**src/rtl/alu_wide_sequencer_pkg.sv**
```systemverilog
// ---------------------------------------------------------------------------
// alu_wide_sequencer_pkg
//   Shared constants for the single-width ALU and the wide sequencer that
//   drives it: slice width, operation encodings, processor flag positions,
//   sequencer state encodings and small operation-class helpers.
// ---------------------------------------------------------------------------
package alu_wide_sequencer_pkg;

    // Datapath width of one ALU slice and width of the operation code.
    localparam int ALU_INOUT_W  = 8;
    localparam int ALU_OPER_W   = 4;
    localparam int PROC_FLAGS_W = 4;

    // Positions of the processor flags inside a proc_flags vector.
    localparam int FLAG_C = 0;
    localparam int FLAG_Z = 1;
    localparam int FLAG_N = 2;
    localparam int FLAG_V = 3;

    // Packed view of a flag vector; bit order matches the FLAG_* positions.
    typedef struct packed {
        logic v;
        logic n;
        logic z;
        logic c;
    } proc_flags_t;

    // ALU operation encodings.
    localparam logic [ALU_OPER_W-1:0] OP_ADD  = 4'd0;
    localparam logic [ALU_OPER_W-1:0] OP_ADC  = 4'd1;
    localparam logic [ALU_OPER_W-1:0] OP_SUB  = 4'd2;
    localparam logic [ALU_OPER_W-1:0] OP_SBC  = 4'd3;
    localparam logic [ALU_OPER_W-1:0] OP_AND  = 4'd4;
    localparam logic [ALU_OPER_W-1:0] OP_ORR  = 4'd5;
    localparam logic [ALU_OPER_W-1:0] OP_XOR  = 4'd6;
    localparam logic [ALU_OPER_W-1:0] OP_CMP  = 4'd7;
    localparam logic [ALU_OPER_W-1:0] OP_LSL  = 4'd8;
    localparam logic [ALU_OPER_W-1:0] OP_LSR  = 4'd9;
    localparam logic [ALU_OPER_W-1:0] OP_ASR  = 4'd10;
    localparam logic [ALU_OPER_W-1:0] OP_ROL  = 4'd11;
    localparam logic [ALU_OPER_W-1:0] OP_ROR  = 4'd12;
    localparam logic [ALU_OPER_W-1:0] OP_ROLC = 4'd13;
    localparam logic [ALU_OPER_W-1:0] OP_RORC = 4'd14;

    // Sequencer FSM state encodings.
    localparam int SEQ_STATE_W = 2;
    localparam logic [SEQ_STATE_W-1:0] ST_IDLE = 2'd0;
    localparam logic [SEQ_STATE_W-1:0] ST_RUN  = 2'd1;
    localparam logic [SEQ_STATE_W-1:0] ST_DONE = 2'd2;

    // Operations the wide sequencer knows how to chain across slices.
    function automatic logic seq_oper_supported(input logic [ALU_OPER_W-1:0] op);
        case (op)
            OP_ADD, OP_SUB, OP_CMP, OP_AND, OP_ORR, OP_XOR,
            OP_LSL, OP_LSR, OP_ASR: seq_oper_supported = 1'b1;
            default:                seq_oper_supported = 1'b0;
        endcase
    endfunction

    // Right shifts must walk from the most significant slice downwards.
    function automatic logic seq_oper_ms_first(input logic [ALU_OPER_W-1:0] op);
        seq_oper_ms_first = (op == OP_LSR) || (op == OP_ASR);
    endfunction

    // Bitwise operations carry nothing between slices and report C=0.
    function automatic logic seq_oper_bitwise(input logic [ALU_OPER_W-1:0] op);
        seq_oper_bitwise = (op == OP_AND) || (op == OP_ORR) || (op == OP_XOR);
    endfunction

    // Operations whose overflow flag is meaningful.
    function automatic logic seq_oper_arith(input logic [ALU_OPER_W-1:0] op);
        seq_oper_arith = (op == OP_ADD) || (op == OP_SUB) || (op == OP_CMP);
    endfunction

endpackage

```
**src/rtl/alu_wide_sequencer_alu.sv**
```systemverilog
// ---------------------------------------------------------------------------
// alu_wide_sequencer_alu
//   Single-width combinational ALU, one slice of the wide datapath.
//   Carry convention: for subtraction C=1 means "no borrow" (a >= b), so
//   sbc computes a + ~b + C and chains naturally from sub.
//   Shifts and rotates use i_b[log2(W)-1:0] as the shift count; C is the last
//   bit shifted out (0 for a zero count on lsl/lsr/asr). rolc/rorc rotate by
//   one through the incoming carry.
// Ports:
//   i_a, i_b   : slice operands
//   i_oper     : operation (OP_*)
//   i_flags    : incoming flags, only C is used
//   o_out      : slice result
//   o_flags    : C/Z/N/V of this slice
// ---------------------------------------------------------------------------
module alu_wide_sequencer_alu
    import alu_wide_sequencer_pkg::*;
(
    input  logic [ALU_INOUT_W-1:0]  i_a,
    input  logic [ALU_INOUT_W-1:0]  i_b,
    input  logic [ALU_OPER_W-1:0]   i_oper,
    input  logic [PROC_FLAGS_W-1:0] i_flags,
    output logic [ALU_INOUT_W-1:0]  o_out,
    output logic [PROC_FLAGS_W-1:0] o_flags
);

    localparam int W     = ALU_INOUT_W;
    localparam int SHC_W = $clog2(ALU_INOUT_W);

    logic             w_cin;
    logic [SHC_W-1:0] w_cnt;
    logic [W:0]       w_ext;
    logic [2*W-1:0]   w_rot;
    logic [W:0]       w_cin_ext;
    logic [W-1:0]     w_res;
    logic             w_c;
    logic             w_v;
    logic             w_unused_flags;

    assign w_cin          = i_flags[FLAG_C];
    assign w_cnt          = i_b[SHC_W-1:0];
    assign w_unused_flags = ^i_flags[PROC_FLAGS_W-1:1];

    always_comb begin
        w_ext     = '0;
        w_rot     = '0;
        w_cin_ext = '0;
        w_res     = '0;
        w_c       = 1'b0;
        w_v       = 1'b0;
        case (i_oper)
            OP_ADD, OP_ADC: begin
                w_cin_ext[0] = (i_oper == OP_ADC) ? w_cin : 1'b0;
                w_ext = {1'b0, i_a} + {1'b0, i_b} + w_cin_ext;
                w_res = w_ext[W-1:0];
                w_c   = w_ext[W];
                w_v   = (i_a[W-1] == i_b[W-1]) && (w_res[W-1] != i_a[W-1]);
            end
            OP_SUB, OP_CMP, OP_SBC: begin
                w_cin_ext[0] = (i_oper == OP_SBC) ? w_cin : 1'b1;
                w_ext = {1'b0, i_a} + {1'b0, ~i_b} + w_cin_ext;
                w_res = w_ext[W-1:0];
                w_c   = w_ext[W];
                w_v   = (i_a[W-1] != i_b[W-1]) && (w_res[W-1] != i_a[W-1]);
            end
            OP_AND: w_res = i_a & i_b;
            OP_ORR: w_res = i_a | i_b;
            OP_XOR: w_res = i_a ^ i_b;
            OP_LSL: begin
                // Bit W of the widened value is the last bit pushed out.
                w_ext = {1'b0, i_a} << w_cnt;
                w_res = w_ext[W-1:0];
                w_c   = w_ext[W];
            end
            OP_LSR: begin
                // A guard bit below the LSB catches the last bit shifted out.
                w_ext = {i_a, 1'b0} >> w_cnt;
                w_res = w_ext[W:1];
                w_c   = w_ext[0];
            end
            OP_ASR: begin
                w_ext = $signed({i_a, 1'b0}) >>> w_cnt;
                w_res = w_ext[W:1];
                w_c   = w_ext[0];
            end
            OP_ROL: begin
                w_rot = {i_a, i_a} << w_cnt;
                w_res = w_rot[2*W-1:W];
                w_c   = w_res[0];
            end
            OP_ROR: begin
                w_rot = {i_a, i_a} >> w_cnt;
                w_res = w_rot[W-1:0];
                w_c   = w_res[W-1];
            end
            OP_ROLC: begin
                w_res = {i_a[W-2:0], w_cin};
                w_c   = i_a[W-1];
            end
            OP_RORC: begin
                w_res = {w_cin, i_a[W-1:1]};
                w_c   = i_a[0];
            end
            default: begin
                w_res = '0;
            end
        endcase
    end

    assign o_out           = w_res;
    assign o_flags[FLAG_C] = w_c;
    assign o_flags[FLAG_Z] = (w_res == '0);
    assign o_flags[FLAG_N] = w_res[W-1];
    assign o_flags[FLAG_V] = w_v;

endmodule

```
**src/rtl/alu_wide_sequencer.sv**
```systemverilog
// ---------------------------------------------------------------------------
// alu_wide_sequencer
//   Runs wide (NUM_SLICES * SLICE_W) operations by stepping one shared
//   single-width ALU over the operand slices, one slice per cycle, chaining
//   the carry through a register.
//
//   Handshake: a transfer happens on a rising edge where valid && ready are
//   both high. req_ready is high only in IDLE; resp_valid is high only in
//   DONE and resp_out/resp_flags/resp_error are held until resp_ready.
//
// Ports:
//   master_clk, reset_n  : clock, async active-low reset
//   req_valid/req_ready  : request handshake
//   req_oper, req_a/b    : operation and wide operands (b ignored for shifts)
//   resp_valid/ready     : response handshake
//   resp_out             : wide result (0 for cmp and unsupported opers)
//   resp_flags           : wide C/Z/N/V
//   resp_error           : operation not supported by the sequencer
//   dbg_state            : current FSM state (ST_* encoding)
// ---------------------------------------------------------------------------
module alu_wide_sequencer
    import alu_wide_sequencer_pkg::*;
#(
    parameter int NUM_SLICES = 4
) (
    input  logic                              master_clk,
    input  logic                              reset_n,
    input  logic                              req_valid,
    output logic                              req_ready,
    input  logic [ALU_OPER_W-1:0]             req_oper,
    input  logic [NUM_SLICES*ALU_INOUT_W-1:0] req_a,
    input  logic [NUM_SLICES*ALU_INOUT_W-1:0] req_b,
    output logic                              resp_valid,
    input  logic                              resp_ready,
    output logic [NUM_SLICES*ALU_INOUT_W-1:0] resp_out,
    output logic [PROC_FLAGS_W-1:0]           resp_flags,
    output logic                              resp_error,
    output logic [SEQ_STATE_W-1:0]            dbg_state
);

    localparam int SLICE_W = ALU_INOUT_W;
    localparam int WIDE_W  = NUM_SLICES * SLICE_W;
    localparam int CNT_W   = (NUM_SLICES > 1) ? $clog2(NUM_SLICES) : 1;
    localparam logic [CNT_W-1:0] LAST = CNT_W'(NUM_SLICES - 1);

    logic [SEQ_STATE_W-1:0]  r_state;
    logic [CNT_W-1:0]        r_cnt;
    logic                    r_carry;
    logic [ALU_OPER_W-1:0]   r_oper;
    logic [WIDE_W-1:0]       r_a;
    logic [WIDE_W-1:0]       r_b;
    logic [WIDE_W-1:0]       r_res;
    logic                    r_zacc;
    logic                    r_n;
    logic                    r_v;
    logic [PROC_FLAGS_W-1:0] r_flags;
    logic                    r_error;

    logic [CNT_W-1:0]        w_idx;
    logic                    w_first;
    logic                    w_idx_ms;
    logic [SLICE_W-1:0]      w_a_slice;
    logic [SLICE_W-1:0]      w_b_slice;
    logic [ALU_OPER_W-1:0]   w_alu_oper;
    logic [SLICE_W-1:0]      w_alu_b;
    logic [PROC_FLAGS_W-1:0] w_alu_flags_in;
    logic [SLICE_W-1:0]      w_alu_out;
    logic [PROC_FLAGS_W-1:0] w_alu_flags;
    logic                    w_z_next;
    logic                    w_n_next;
    logic                    w_v_next;
    proc_flags_t             w_wide_flags;

    // Slice pointer: right shifts walk MS->LS so the bit leaving a higher
    // slice enters the next lower one through the carry.
    assign w_first   = (r_cnt == '0);
    assign w_idx     = seq_oper_ms_first(r_oper) ? (LAST - r_cnt) : r_cnt;
    assign w_idx_ms  = (w_idx == LAST);
    assign w_a_slice = r_a[w_idx*SLICE_W +: SLICE_W];
    assign w_b_slice = r_b[w_idx*SLICE_W +: SLICE_W];

    // The first slice runs the plain op; later slices run the carry-using
    // variant so the wide result matches a native wide operation.
    always_comb begin
        w_alu_oper = r_oper;
        w_alu_b    = w_b_slice;
        case (r_oper)
            OP_ADD:         w_alu_oper = w_first ? OP_ADD : OP_ADC;
            OP_SUB, OP_CMP: w_alu_oper = w_first ? OP_SUB : OP_SBC;
            OP_LSL: begin
                w_alu_oper = w_first ? OP_LSL : OP_ROLC;
                w_alu_b    = SLICE_W'(1);
            end
            OP_LSR: begin
                w_alu_oper = w_first ? OP_LSR : OP_RORC;
                w_alu_b    = SLICE_W'(1);
            end
            OP_ASR: begin
                w_alu_oper = w_first ? OP_ASR : OP_RORC;
                w_alu_b    = SLICE_W'(1);
            end
            default: w_alu_oper = r_oper;
        endcase
    end

    always_comb begin
        w_alu_flags_in         = '0;
        w_alu_flags_in[FLAG_C] = r_carry;
    end

    alu_wide_sequencer_alu seq_alu (
        .i_a     (w_a_slice),
        .i_b     (w_alu_b),
        .i_oper  (w_alu_oper),
        .i_flags (w_alu_flags_in),
        .o_out   (w_alu_out),
        .o_flags (w_alu_flags)
    );

    // Running wide flags including the slice being processed this cycle.
    // N and V belong to the MS slice, which is the first slice for right
    // shifts and the last slice otherwise, so they are latched when seen.
    assign w_z_next = r_zacc & w_alu_flags[FLAG_Z];
    assign w_n_next = w_idx_ms ? w_alu_flags[FLAG_N] : r_n;
    assign w_v_next = w_idx_ms ? w_alu_flags[FLAG_V] : r_v;

    always_comb begin
        w_wide_flags.c = seq_oper_bitwise(r_oper) ? 1'b0 : w_alu_flags[FLAG_C];
        w_wide_flags.z = w_z_next;
        w_wide_flags.n = w_n_next;
        w_wide_flags.v = seq_oper_arith(r_oper) ? w_v_next : 1'b0;
    end

    always_ff @(posedge master_clk or negedge reset_n) begin
        if (!reset_n) begin
            r_state <= ST_IDLE;
            r_cnt   <= '0;
            r_carry <= 1'b0;
            r_oper  <= '0;
            r_a     <= '0;
            r_b     <= '0;
            r_res   <= '0;
            r_zacc  <= 1'b0;
            r_n     <= 1'b0;
            r_v     <= 1'b0;
            r_flags <= '0;
            r_error <= 1'b0;
        end else begin
            case (r_state)
                ST_IDLE: begin
                    if (req_valid) begin
                        r_oper  <= req_oper;
                        r_a     <= req_a;
                        r_b     <= req_b;
                        r_cnt   <= '0;
                        r_carry <= 1'b0;
                        r_res   <= '0;
                        r_zacc  <= 1'b1;
                        r_n     <= 1'b0;
                        r_v     <= 1'b0;
                        r_flags <= '0;
                        if (seq_oper_supported(req_oper)) begin
                            r_error <= 1'b0;
                            r_state <= ST_RUN;
                        end else begin
                            r_error <= 1'b1;
                            r_state <= ST_DONE;
                        end
                    end
                end
                ST_RUN: begin
                    r_carry <= w_alu_flags[FLAG_C];
                    r_zacc  <= w_z_next;
                    r_n     <= w_n_next;
                    r_v     <= w_v_next;
                    // cmp only produces flags; its result stays zero.
                    if (r_oper != OP_CMP) begin
                        r_res[w_idx*SLICE_W +: SLICE_W] <= w_alu_out;
                    end
                    if (r_cnt == LAST) begin
                        r_flags <= w_wide_flags;
                        r_state <= ST_DONE;
                    end else begin
                        r_cnt <= r_cnt + 1'b1;
                    end
                end
                ST_DONE: begin
                    if (resp_ready) begin
                        r_error <= 1'b0;
                        r_state <= ST_IDLE;
                    end
                end
                default: r_state <= ST_IDLE;
            endcase
        end
    end

    // Result and flags are only visible in DONE, so a partially built
    // result during RUN never reaches the outputs.
    assign req_ready  = (r_state == ST_IDLE);
    assign resp_valid = (r_state == ST_DONE);
    assign resp_out   = resp_valid ? r_res : '0;
    assign resp_flags = resp_valid ? r_flags : '0;
    assign resp_error = r_error;
    assign dbg_state  = r_state;

endmodule

```
**config.mk**
```make
export PLATFORM = sky130hd
export DESIGN_NAME = alu_wide_sequencer
export DESIGN_NICKNAME = d
export VERILOG_FILES = /design/src/rtl/alu_wide_sequencer_pkg.sv /design/src/rtl/alu_wide_sequencer_alu.sv /design/src/rtl/alu_wide_sequencer.sv
export SDC_FILE = /design/constraint.sdc
export NUM_CORES = 1
export LEC_CHECK = 0
export CAP_MARGIN = 20
export CORE_MARGIN = 4
export CORE_UTILIZATION = 61
export DETAILED_ROUTE_END_ITERATION = 10
export GPL_TIMING_DRIVEN = 0
export MAX_ROUTING_LAYER = met4
export PLACE_DENSITY = 0.87
export SYNTH_ARGS = -nofsm -noshare
export SYNTH_HDL_FRONTEND = slang
export SYNTH_SLANG_ARGS = --single-unit
```
**constraint.sdc**
```tcl
create_clock -name master_clk -period 9.2 [get_ports master_clk]
set_input_delay 1.84 -clock master_clk [delete_from_list [all_inputs] [get_ports master_clk]]
set_output_delay 1.84 -clock master_clk [all_outputs]
set_load 0.01 [all_outputs]
```
* After elaboration in Yosys (flattened, before gate mapping) *
Memory sizes are Yosys's and may differ from the RTL's.
Cells that the tools add are included.

storage, ports and cells
  bits in registers = 113
  latch bits = 0
  memory bits (writable) = 0
  memory bits (read-only) = 16
  input port bits = 72
  output and inout port bits = 41
  word-level logic and storage cells = 141
  memories = 1

memory list
  name              words  width  rd ports  clocked after memory_dff  write ports  line                          text
  (name not given)  16     1      1         0                         0            alu_wide_sequencer_pkg.sv:53  case (op)

cells by class
  add/subtract/negate cells = 7
  $mul = 0
  div/mod/pow operators = 0
  $lt $le $gt $ge = 0
  equal/unequal tests = 36
  shift-type cells = 9
  multiplexer cells = 46
  bitwise operators = 5
  reduce and logical (&&, ||, !) cells = 25

operators by type and width
  operator                 number
  $mux 32                  3
  $pmux 8 s12              1
  $pmux 32 s2              1
  $shiftx 32x6->8          2
  $eq 4x4->1 const B       10
  $neg 5->34               1
  $shift 8x34->32 const A  1
  $shiftx 8x34->32         1
  $bwmux 32                1
  $eq 4x3->1 const B       8
  $pmux 4 s5               1
  $add 8x8->9              2
  $add 9x1->9              2
  $shl 16x3->16            1
  $shr 16x3->8             1
  $mux 1                   15
  $reduce_and 3->1         5
  $mux 2                   7
  $eq 4x2->1 const B       3
  $mux 4                   3
  $pmux 1 s2               6
  $mux 3                   3
  $pmux 1 s9               1
  $shl 8x3->9              1
  other kinds (30)         48

* Logic depth before layout (Yosys ltp) *
Gate-level depths: netlist (run 1).

  word-level depth = 15
  gate-level depth with buffers = 20
  gate-level depth less buffers = 16

* Hierarchy *
Synthesis (run 1) repeated with hierarchy kept, for this count alone.

unflattened totals
  cells, all modules = 960
  area total of the unflattened synthesis = 8,454.4 µm²

modules (own cells, without submodules)
  module                  instances  cells each  area an instance (µm²)  seq. area each (µm²)
  alu_wide_sequencer      1          592         5,821.8                 2,827.7
  alu_wide_sequencer_alu  1          368         2,632.5                 0.0

* Worst setup path before layout (run 1) *
OpenSTA, ideal clock, no wires.

  path type = register to register
  start = reg r_cnt[0]
  end = reg r_flags[1]
  setup time = 95 ps
  arrival = 4,517 ps
  data required time = 9,105 ps
  slack = 4,588 ps
  cell stages (with the launch flop) = 21
  buffers on the path = 5
  cell sequence = dfrtp_1 buf_6 buf_6 mux2_1 a222oi_1 and2_1 buf_4 inv_2 buf_2 buf_6 fa_1 fa_1 a21o_1 a21oi_1 nand4b_1 a21oi_1 a221oi_1 nand4_1 a2111oi_2 nand4_1 o31ai_1

between the ends
  word-level cells in the longest chain between the ends = 12
  elaborated cells on any way between the ends = 52

ends and longest elaborated chain
  item                    line                           text
  start, declared         alu_wide_sequencer.sv:47       logic [CNT_W-1:0] r_cnt;
  start signal, assigned  alu_wide_sequencer.sv:184      r_cnt <= r_cnt + 1'b1;
  $sub 2x2->2             alu_wide_sequencer.sv:77       assign w_idx = seq_oper_ms_first(r_oper) ? (LAST - r_cnt) : r_cnt;
  $mux 2                  alu_wide_sequencer.sv:77
  $shiftx 32x6->8         alu_wide_sequencer.sv:80       assign w_b_slice = r_b[w_idx*SLICE_W +: SLICE_W];
  $mux 8                  alu_wide_sequencer.sv:87       case (r_oper)
  $not 8->8               alu_wide_sequencer_alu.sv:61   w_ext = {1'b0, i_a} + {1'b0, ~i_b} + w_cin_ext;
  $add 8x8->9             alu_wide_sequencer_alu.sv:61
  $add 9x1->9             alu_wide_sequencer_alu.sv:61
  $pmux 8 s12             alu_wide_sequencer_alu.sv:51   case (i_oper)
  $logic_not 8->1         alu_wide_sequencer_alu.sv:112  assign o_flags[FLAG_Z] = (w_res == '0);
  $and 1x1->1             alu_wide_sequencer.sv:123      assign w_z_next = r_zacc & w_alu_flags[FLAG_Z];
  $mux 4                  alu_wide_sequencer.sv:180      if (r_cnt == LAST) begin
  $pmux 4 s2              alu_wide_sequencer.sv:149      case (r_state)
  end signal, assigned    alu_wide_sequencer.sv:181      r_flags <= w_wide_flags;
  end, declared           alu_wide_sequencer.sv:56       logic [PROC_FLAGS_W-1:0] r_flags;

Several ways; a longest one is shown, not always the timed one. The select of a mux whose other input is x is not followed.
A chain may end at the register's enable or synchronous reset.

* Worst setup path after layout (run 1) *
  start = reg r_oper[3]
  end = reg r_flags[1]

between the ends
  word-level cells in the longest chain between the ends = 13
  elaborated cells on any way between the ends = 51

ends and longest elaborated chain
  item                    line                                                    text
  start, declared         alu_wide_sequencer.sv:49                                logic [ALU_OPER_W-1:0] r_oper;
  start signal, assigned  alu_wide_sequencer.sv:152                               r_oper <= req_oper;
  $eq 4x4->1              alu_wide_sequencer_pkg.sv:62, alu_wide_sequencer.sv:87
  $logic_or 1x1->1        alu_wide_sequencer_pkg.sv:62                            seq_oper_ms_first = (op == OP_LSR) || (op == OP_ASR);
  $mux 2                  alu_wide_sequencer.sv:77
  $shiftx 32x6->8         alu_wide_sequencer.sv:80
  $mux 8                  alu_wide_sequencer.sv:87
  $not 8->8               alu_wide_sequencer_alu.sv:61
  $add 8x8->9             alu_wide_sequencer_alu.sv:61
  $add 9x1->9             alu_wide_sequencer_alu.sv:61
  $pmux 8 s12 *           alu_wide_sequencer_alu.sv:51
  $logic_not 8->1 *       alu_wide_sequencer_alu.sv:112
  $and 1x1->1 *           alu_wide_sequencer.sv:123
  $mux 4 *                alu_wide_sequencer.sv:180
  $pmux 4 s2 *            alu_wide_sequencer.sv:149

Mark *: on every way between the ends. The rest lies on a longest branch, timed or not. The select of a mux whose other input is x is not followed.

==> out/results.tsv, run 1 <==
metric	value	unit
crit_arrival	6.40	ns
grt_setup_unrepaired	no	
syn_nets	1087	
final_cells	1302	
ys_seq_area_frac	0.348	
dpl.hpwl	20300	µm
timing.rr.end	r_flags[1]$_DFFE_PN0P_	
fin_tns_setup	0	ns
grt_pass1_vias	8292	
syn_inst	985	
first_iter_violations	1105	
gp_congestion	1.03	
core_area	12800	µm²
portBuffers	112	
cts_tree	yes	
wirelength	29100	µm
fmax	164	MHz
slew_viol_final	0	
critPathMaxStageDelay	0.78	ns
final_area	10100	µm²
finalHoldViolCount	0	
holdCritPathClass	flop to flop	
status	completed	
start_kind	flop	
syn_area	8140	µm²
antenna_found_initial	0	
path_max_fanout	10	
clock_latency	0.42	ns
critPathBufInv	5	
worstHoldPathCells	2	
post_cts_buffers	0	
die_area	15200	µm²
met2_length	13600	µm
antenna_left	0	
clkTransAtPathRegs	0.05	ns
tightest_slew	1.18	ns
cts_buffers	17	
synth_ff_type	dfrtp_1	
gr-total-overflow	0	
crit_family	simple AND/OR/NAND/NOR gates	
post_dp_cell_area	9500	µm²
insertedDiodeCount	0	
crit_slowest_cell	a211oi_1	
wl_met1	10600	µm
dr.pass1.iters	8	
syn_avg_cell_area	8.26	µm²
topRoutingLayerUsed	met4	
grt_max_degree	76	
initial_core_util	0.634	
wl_per_cell	22.3	µm
dr_wl_met3	3170	µm
cts.htree.levels	4	
r2r_cells	19	
clock_skew	0.0133	ns
r2r_slack	3.10	ns
io_pins	113	
place_inst	1270	
post-route-util	0.788	
relSlewSlack	0.209	
grt_use_total	0.395	
yosys_warnings	0	
cts_root_buf	clkbuf_16	
end_kind	flop	
worstHoldEndpoint	r_res[21]$_DFFE_PN0P_	
numClockSinks	113	
synthArstFlopShare	1.00	
crit_chain	nor2b_2 > buf_2 > buf_4 > nand2_4 > xnor2_1 > buf_4 > mux4_2 > nand2_1 > ha_1 > clkbuf_1 > inv_1 > nor2_1 > a221oi_1 > o22ai_1 > nor4_1 > nand4_1 > a211oi_1 > nand4_1 > o31ai_1	
drive_gt1_frac	0.0947	
ys_types	78	
r2r_start	r_oper[3]$_DFFE_PN0P_	
min_period	6.10	ns
cts_max_path_buffers	2	
post_cts_resized	0	
required	9.50	ns
synth-seq-cells	113	
max_cap_viol_count	0	
postCtsHoldBufs	0	
syn_to_final_growth	24.1	%
vias	8676	
final.period_utilization	0.663	
drc	0	
crit_type	flop to flop	
die_w	123	µm
nNetsFinal	1220	
fp-row-count	41	
grt_pass1_wl	44500	µm
synth_edf_count	0	
holdCritStartpoint	r_res[21]$_DFFE_PN0P_	
setup_violations	0	
die_h	123	µm
avgViaCountPerCell	6.66	
==> worst max-delay path by stage <==
stage | start | slack [ns] | to | cells after the start
4_1_cts | r_oper[3]$_DFFE_PN0P_ | 3.06 | r_flags[1]$_DFFE_PN0P_ | 18
5_1_grt | r_oper[3]$_DFFE_PN0P_ | 2.72 | r_flags[1]$_DFFE_PN0P_ | 19
2_1_floorplan | r_cnt[0]$_DFFE_PN0P_ | 4.59 | r_flags[1]$_DFFE_PN0P_ | 20
3_5_place_dp | r_oper[3]$_DFFE_PN0P_ | 3.13 | r_flags[1]$_DFFE_PN0P_ | 18
3_3_place_gp | reset_n | 2.04 | r_a[30]$_DFFE_PN0P_ | 1
6_report | r_oper[3]$_DFFE_PN0P_ | 3.10 | r_flags[1]$_DFFE_PN0P_ | 19
==> worst register-to-register path: cells and delay by family (launching register included) <==
family,cells,cell delay [ns]
fa+ha+maj,1,0.26
buf+inv,5,1.16
simple gates,7,1.62
compound gates,4,1.49
xor+xnor,1,0.49
mux,1,0.53
flops,1,0.43
==> cell usage in the layout (no fill, tap or decap), drive strengths merged, types with 5 or more instances in the layout <==
cell type	count
dfrtp	113
mux4	17
a21oi	45
nand3	9
o2111ai	5
inv	30
xnor2	12
a221oi	10
nor2b	8
o221ai	6
ha	26
nor3	27
clkdlybuf4s50	111
and3	5
a32oi	6
o22ai	6
nand2	278
nand2b	16
buf	37
o21ai	68
nor4	10
a2111oi	7
a31oi	5
nor2	43
nand4	10
and2	42
mux2i	20
clkbuf	52
a211oi	22
o211ai	8
or3	5
==> logic make-up (layout without fill, tap and decap cells) <==
kind of cell,after synthesis,in the layout,synth area share
DFF,113,113,0.348
adders and majority gates,31,31,0.0511
muxes,41,41,0.0772
xor gates and xnor gates,14,14,0.0160
and+or+nand+nor,466,466,0.260
AOI/OAI and AO/OA,225,225,0.193
buffers and inverters,95,240,0.0551
==> registers in the layout (all words and copies together) (netlist names), 2 cells and up <==
name,count
r_b,32
r_cnt,2
r_a,32
r_oper,4
r_res,32
dbg_state,2
r_flags,4
==> cells in the mapped netlist, drive strengths merged, types with 5 or more instances <==
cell type / number / area, µm²
nand2: 278 / 1050
inv: 30 / 113
nor4: 10 / 62.6
nor2b: 8 / 52.6
nor3: 27 / 135
a32oi: 6 / 52.6
mux4: 17 / 383
o2111ai: 5 / 43.8
a221oi: 10 / 100
o21ai: 68 / 340
a211oi: 22 / 175
a21oi: 45 / 240
buf: 34 / 219
or3: 5 / 31.3
clkbuf: 31 / 116
and3: 5 / 31.3
o22ai: 6 / 37.5
o221ai: 6 / 52.6
nand4: 10 / 62.6
a31oi: 5 / 31.3
a2111oi: 7 / 87.6
nand2b: 16 / 100
o211ai: 8 / 73.8
ha: 26 / 325
xnor2: 12 / 105
mux2i: 20 / 200
dfrtp: 113 / 2830
and2: 42 / 263
nor2: 43 / 169
nand3: 9 / 45.0
==> through the flow <==
stage,setup slack (ns),hold slack [ns]
after floorplan,4.59,0.438
after global placement,2.04,0.453
after detailed placement,3.13,0.458
after CTS,3.06,0.472
after global routing,2.72,0.491
final,3.10,0.469
==> layer usage <==
layer | up-vias | track usage
met3 | 173 | 0.0865
met1 | 4060 | 0.476
li1 | 3742 | -
met4 | 0 | 0.204
met2 | 701 | 0.627
met5 | - | -
==> final cells by class <==
class,instances,area (µm²)
plain buffers,65,335
clock buffers,21,460
clock inverters,10,135
fillers,846,2720
inverters,30,113
multi-input cells,777,4860
flip-flops and latches,113,2830
well taps,172,215
repair buffers,114,1150
Power of run 1 is not shown: default switching activity piles up to over one toggle a cycle in this logic, so the estimate is an artifact.
==> run 2: changes to the inputs <==
--- a/config.mk
+++ b/config.mk
@@ -7,11 +7,11 @@
 export LEC_CHECK = 0
 export CAP_MARGIN = 20
 export CORE_MARGIN = 4
-export CORE_UTILIZATION = 61
+export CORE_UTILIZATION = 51
 export DETAILED_ROUTE_END_ITERATION = 10
 export GPL_TIMING_DRIVEN = 0
 export MAX_ROUTING_LAYER = met4
-export PLACE_DENSITY = 0.87
+export PLACE_DENSITY = 0.77
 export SYNTH_ARGS = -nofsm -noshare
 export SYNTH_HDL_FRONTEND = slang
 export SYNTH_SLANG_ARGS = --single-unit
==> constraint.sdc (replaced) <==
create_clock -name master_clk -period 5.41 [get_ports master_clk]
set_input_delay 1.082 -clock master_clk [delete_from_list [all_inputs] [get_ports master_clk]]
set_output_delay 1.082 -clock master_clk [all_outputs]
set_load 0.01 [all_outputs]
==> run 2 against run 1 <==
Net effect: clock skew shrank 0.00098 ns; cell count grew 3.5%; clock-buffer cell count shrank 2; maximum frequency grew 16%; sequential share of layout area shrank 0.53 points; setup slack lost 2.9 ns; sequential cell count is the same; non-clock buffer count grew 7; register-to-register slack lost 2.9 ns; critical path type unchanged.
==> out/results.tsv, run 2 (synthesis gave the netlist of run 1 again) <==
metric	value	unit	change
status	completed		
initial_core_util	0.527		-0.107
fp-row-count	45		+9.8%
clkTransAtPathRegs	0.06	ns	about the same
final_cell_mix	277 x nand2_1, 113 x dfrtp_1, 111 x clkdlybuf4s50_1		
portBuffers	112		unchanged
cts_tree	yes		
insertedDiodeCount	0		unchanged
dr.pass1.iters	6		-2
worstHoldPathCells	2		unchanged
clock_latency	0.43	ns	about the same
die_area	18000	µm²	+18%
post_dp_cell_area	9550	µm²	+0.57%
grt_pass1_vias	7848		-5.4%
clock_skew	0.0123	ns	-0.000983 ns
core_area	15400	µm²	+20%
antenna_left	0		unchanged
io_pins	113		unchanged
antenna_found_initial	0		unchanged
grt_pass1_wl	42500	µm	-4.4%
vias	8209		-5.4%
reg_top3	r_a: 32 flops, r_b: 32 flops, r_res: 32 flops		
crit_arrival	5.56	ns	-0.84 ns
end_kind	flop		
avgViaCountPerCell	6.09		-8.5%
path_max_fanout	12		+2
first_iter_violations	824		-25%
wirelength	27600	µm	-5.2%
cts_root_buf	clkbuf_16		
tightest_slew	0.897	ns	-0.281 ns
crit_type	flop to flop		
start_kind	flop		
numClockSinks	113		unchanged
r2r_cells	20		+1
r2r_start	r_cnt[0]$_DFFE_PN0P_		
grt_use_total	0.311		-0.0840
slew_viol_final	0		unchanged
min_period	5.24	ns	-0.859 ns
relSlewSlack	0.398		+0.190
dpl.hpwl	20400	µm	+0.54%
layout_commonest_cell	nand2_1		
finalHoldViolCount	0		unchanged
holdCritStartpoint	r_res[1]$_DFFE_PN0P_		
gr-total-overflow	0		unchanged
cts_buffers	17		unchanged
grt_setup_unrepaired	no		
grt_max_degree	74		-2.6%
fmax	191	MHz	+16%
timing.rr.end	r_flags[1]$_DFFE_PN0P_		
syn_to_final_growth	26.5	%	
gp_congestion	1.00		-2.5%
required	5.73	ns	-3.77 ns
whs	0.468	ns	-0.000828 ns
postCtsHoldBufs	0		unchanged
cts.htree.levels	4		unchanged
wl_per_cell	20.5	µm	-8.4%
cts_max_path_buffers	2		unchanged
drc	0		unchanged
r2r_slack	0.17	ns	-2.93 ns
setup_violations	0		unchanged
worstHoldEndpoint	r_res[1]$_DFFE_PN0P_		
max_cap_viol_count	0		unchanged
holdCritPathClass	flop to flop		
die_h	134	µm	+8.8%
final.period_utilization	0.969		+0.306
final_area	10300	µm²	+1.9%
die_w	134	µm	+8.8%
nNetsFinal	1227		+0.57%
drive_gt1_frac	0.112		+0.0171
## run 2: changes by cell type in the layout (fill, tap and decap cells not counted), sizes merged
| cell | change |
|---|---|
| buf | +7 |
| clkbuf | -2 |
| clkinv | +1 |
## run 2: worst max-delay path by stage
| stage | start | end | slack, ns |
|---|---|---|---|
| CTS | r_cnt[0]$_DFFE_PN0P_ | r_flags[1]$_DFFE_PN0P_ | 0.02 |
| global route | r_oper[3]$_DFFE_PN0P_ | r_flags[1]$_DFFE_PN0P_ | 0.01 |
| floorplan | r_cnt[0]$_DFFE_PN0P_ | r_flags[1]$_DFFE_PN0P_ | 0.80 |
| finish | r_cnt[0]$_DFFE_PN0P_ | r_flags[1]$_DFFE_PN0P_ | 0.17 |
| detailed placement | r_oper[3]$_DFFE_PN0P_ | r_flags[1]$_DFFE_PN0P_ | -0.68 |
| global placement | reset_n | r_a[21]$_DFFE_PN0P_ | -1.01 |
## run 2: layout make-up
| type | count | area (µm²) |
|---|---|---|
| buffer | 64 | 330 |
| clock buffer | 19 | 443 |
| clock inverter | 11 | 140 |
| fill | 1357 | 5130 |
| inverter | 30 | 113 |
| multi-input combinational | 777 | 4970 |
| sequential | 113 | 2830 |
| tap | 211 | 264 |
| timing repair buffer | 122 | 1210 |
## run 2: metal layers
layer / up-vias / track usage / share of wire
met5: - / - / 0
met4: 0 / 0.118 / 0.030
met3: 65 / 0.0664 / 0.091
met2: 440 / 0.503 / 0.48
met1: 3955 / 0.385 / 0.39
li1: 3749 / - / -
## run 2: critical path, cell delays in order, from the launching register on
cell and delay [ns]:
dfrtp_1 0.39, buf_6 0.15, buf_6 0.16, mux2_1 0.35, a222oi_1 0.50, and2_1 0.21
buf_4 0.16, inv_2 0.13, buf_6 0.18, fa_1 0.47, fa_2 0.38, a21o_1 0.21
a21oi_2 0.19, nand4b_1 0.14, a21oi_1 0.07, a221oi_1 0.22, nand4_1 0.24, a2111oi_4 0.33
buf_4 0.20, nand4_1 0.14, o31ai_2 0.30
## run 2: what timing repair did
action	4_1_cts	5_1_grt
pin swaps	2	8
gates resized for setup	9	9
setup endpoints to repair	20	9
setup buffers	2	6
## run 2: metrics by stage
stage	TNS [ns]	utilization	std cells	worst slack, ns
after global placement	-116.67	0.617	1308	-1.01
after CTS	0	0.662	1342	0.0177
after floorplan	0	-	985	0.798
after global routing	0	0.667	1347	0.0100
final	0	0.667	1347	0.166
after detailed placement	-5.51	0.619	1310	-0.683
Power of run 2 is left out for the same reason.
==> RTL change: new RTL, settings of run 1 <==
The parameter `NUM_SLICES` goes from 4 to 8.
--- a/src/rtl/alu_wide_sequencer.sv
+++ b/src/rtl/alu_wide_sequencer.sv
@@ -21,7 +21,7 @@
 module alu_wide_sequencer
     import alu_wide_sequencer_pkg::*;
 #(
-    parameter int NUM_SLICES = 4
+    parameter int NUM_SLICES = 8
 ) (
     input  logic                              master_clk,
     input  logic                              reset_n,
Ports: changed (resized req_a, req_b and resp_out); port bits go from 113 to 209. No check against the original RTL was run, so the function may have changed too.
==> RTL change against run 1 <==
- area after synthesis grew 59%
- sequential cell count rose by 97
- final area increased by 60%
- largest cell class unchanged
- hold slack better by 0.0012 ns
- routed wire length grew 48%
- final cell count grew 57%
- setup slack got worse by 0.68 ns
Power is not shown: default switching activity piles up to over one toggle a cycle in this logic, so the estimate is an artifact.
==> RTL change: results (changes against run 1) <==
stage	metric	value	unit	change
setup_path	cp_slowest_cell	nor3_2		
sta	whs	0.470	ns	+0.00115 ns
yosys	synth_mux_area_frac	0.106		+0.0283
yosys	synth_common_cells	nand2_1, dfrtp_1, o21ai_0		
placed_design	numPortBuffers	208		+86%
worst_hold_path	whs_endpoint	r_b[15]$_DFFE_PN0P_		
clock_network	numCtsBuffers	23		+6
yosys	synth_xor_xnor_area_share	0.0108		-0.00518
detailed_routing	drtIter0Drc	1143		+3.4%
yosys	yosysUniqueCellTypes	82		+5.1%
status	outcome	complete, no violations		
grt	first_global_vias	12515		+51%
clock_network	cts-htree-levels	1		-3
setup_path	worst_ep_arrival_time	7.22	ns	+0.82 ns
yosys	synth-seq-area-share	0.406		+0.0580
clock_network	clk_path_buf_depth	3		+1
yosys	yosys.area_share.adder	0.0332		-0.0178
placed_design	dpl_cell_area	15400	sq um	+62%
setup_path	cpPeakStageDelay	0.74	ns	-0.04 ns
sta	final.setup_skew	0.00968	ns	-0.00362 ns
yosys	synth_area_leaders	dfrtp_1, nand2_1, mux2i_1		
placed_design	dp_hpwl	32.1	mm	+59%
detailed_routing	avgRoutedWirePerCell	21.1	um	-5.7%
detailed_routing	viasPerCell	6.14		-7.8%
placed_design	post-place-ws	2.71	ns	-0.420 ns
placed_design	gp_congestion	1.02		-0.92%
cells_and_area	num-fill-cells	1465		+73%
grt	grt_pass1_wl	67.8	mm	+52%
sta	slew_headroom	0.284		+0.0758
grt	grt_usage	0.368		-0.0275
worst_hold_path	hp-start	r_b[15]$_DFFE_PN0P_		
RTL change: cell count changes in the layout (fill, tap and decap cells not counted), sizes merged, moves of 11 or more:
cell,delta
nand2,+244
dfrtp,+97
mux2i,+57
clkdlybuf4s50,+96
and2,+30
mux2,+12
nor2,+11
a22oi,+14
o21ai,+37
clkbuf,+29
a22o,+31
RTL change: how the worst max path moves through the flow:
| stage | to | slack, ns | cells after the start |
|---|---|---|---|
| global placement | r_b[21]$_DFFE_PN0P_ | -2.25 | 1 |
| detailed placement | r_flags[1]$_DFFE_PN0P_ | 2.71 | 19 |
| CTS | r_flags[1]$_DFFE_PN0P_ | 2.61 | 20 |
| finish | r_flags[1]$_DFFE_PN0P_ | 2.42 | 20 |
| floorplan | r_flags[1]$_DFFE_PN0P_ | 4.46 | 19 |
| global route | r_flags[1]$_DFFE_PN0P_ | 2.20 | 20 |
RTL change: cell type report:
cell class                      instances  area (sq um)  share of cell area
Tap cell                              275           344              0.0213
Inverter                               31           119             0.00736
Timing Repair Buffer                  211          2130               0.132
Clock buffer                           28           624              0.0387
Buffer                                 93           515              0.0319
Multi-Input combinational cell       1185          7070               0.438
Sequential cell                       210          5260               0.326
Clock inverter                          6          77.6             0.00481
RTL change: stage by stage:
stage | setup TNS (ns) | cells | util
2_1_floorplan | 0 | 1519 | -
3_5_place_dp | 0 | 2004 | 0.736
5_1_grt | 0 | 2039 | 0.770
3_3_place_gp | -469.13 | 2002 | 0.734
6_report | 0 | 2039 | 0.770
4_1_cts | 0 | 2038 | 0.770
RTL change: logic make-up after synthesis:
logic type | count (synthesis)
compound gates | 285
flops | 210
fa+ha+maj | 32
buf+inv | 124
mux | 111
simple gates | 744
xor+xnor | 13
RTL change: metal layers:
| metal | part of all wire | up-vias |
|---|---|---|
| met5 | 0 | - |
| met4 | 0.044 | 0 |
| met3 | 0.098 | 145 |
| met2 | 0.47 | 758 |
| met1 | 0.39 | 5996 |
| li1 | - | 5627 |
RTL change: critical path, delay by kind of cell (launching register included):
family | cells | cell delay (ns)
buffers and inverters | 5 | 2.03
AND/OR/NAND/NOR | 6 | 1.81
AO/OA/AOI/OAI | 6 | 1.55
multiplexers | 1 | 0.58
flip-flops | 1 | 0.33
XOR/XNOR | 1 | 0.19
adder cells (fa/ha/maj) | 1 | 0.17
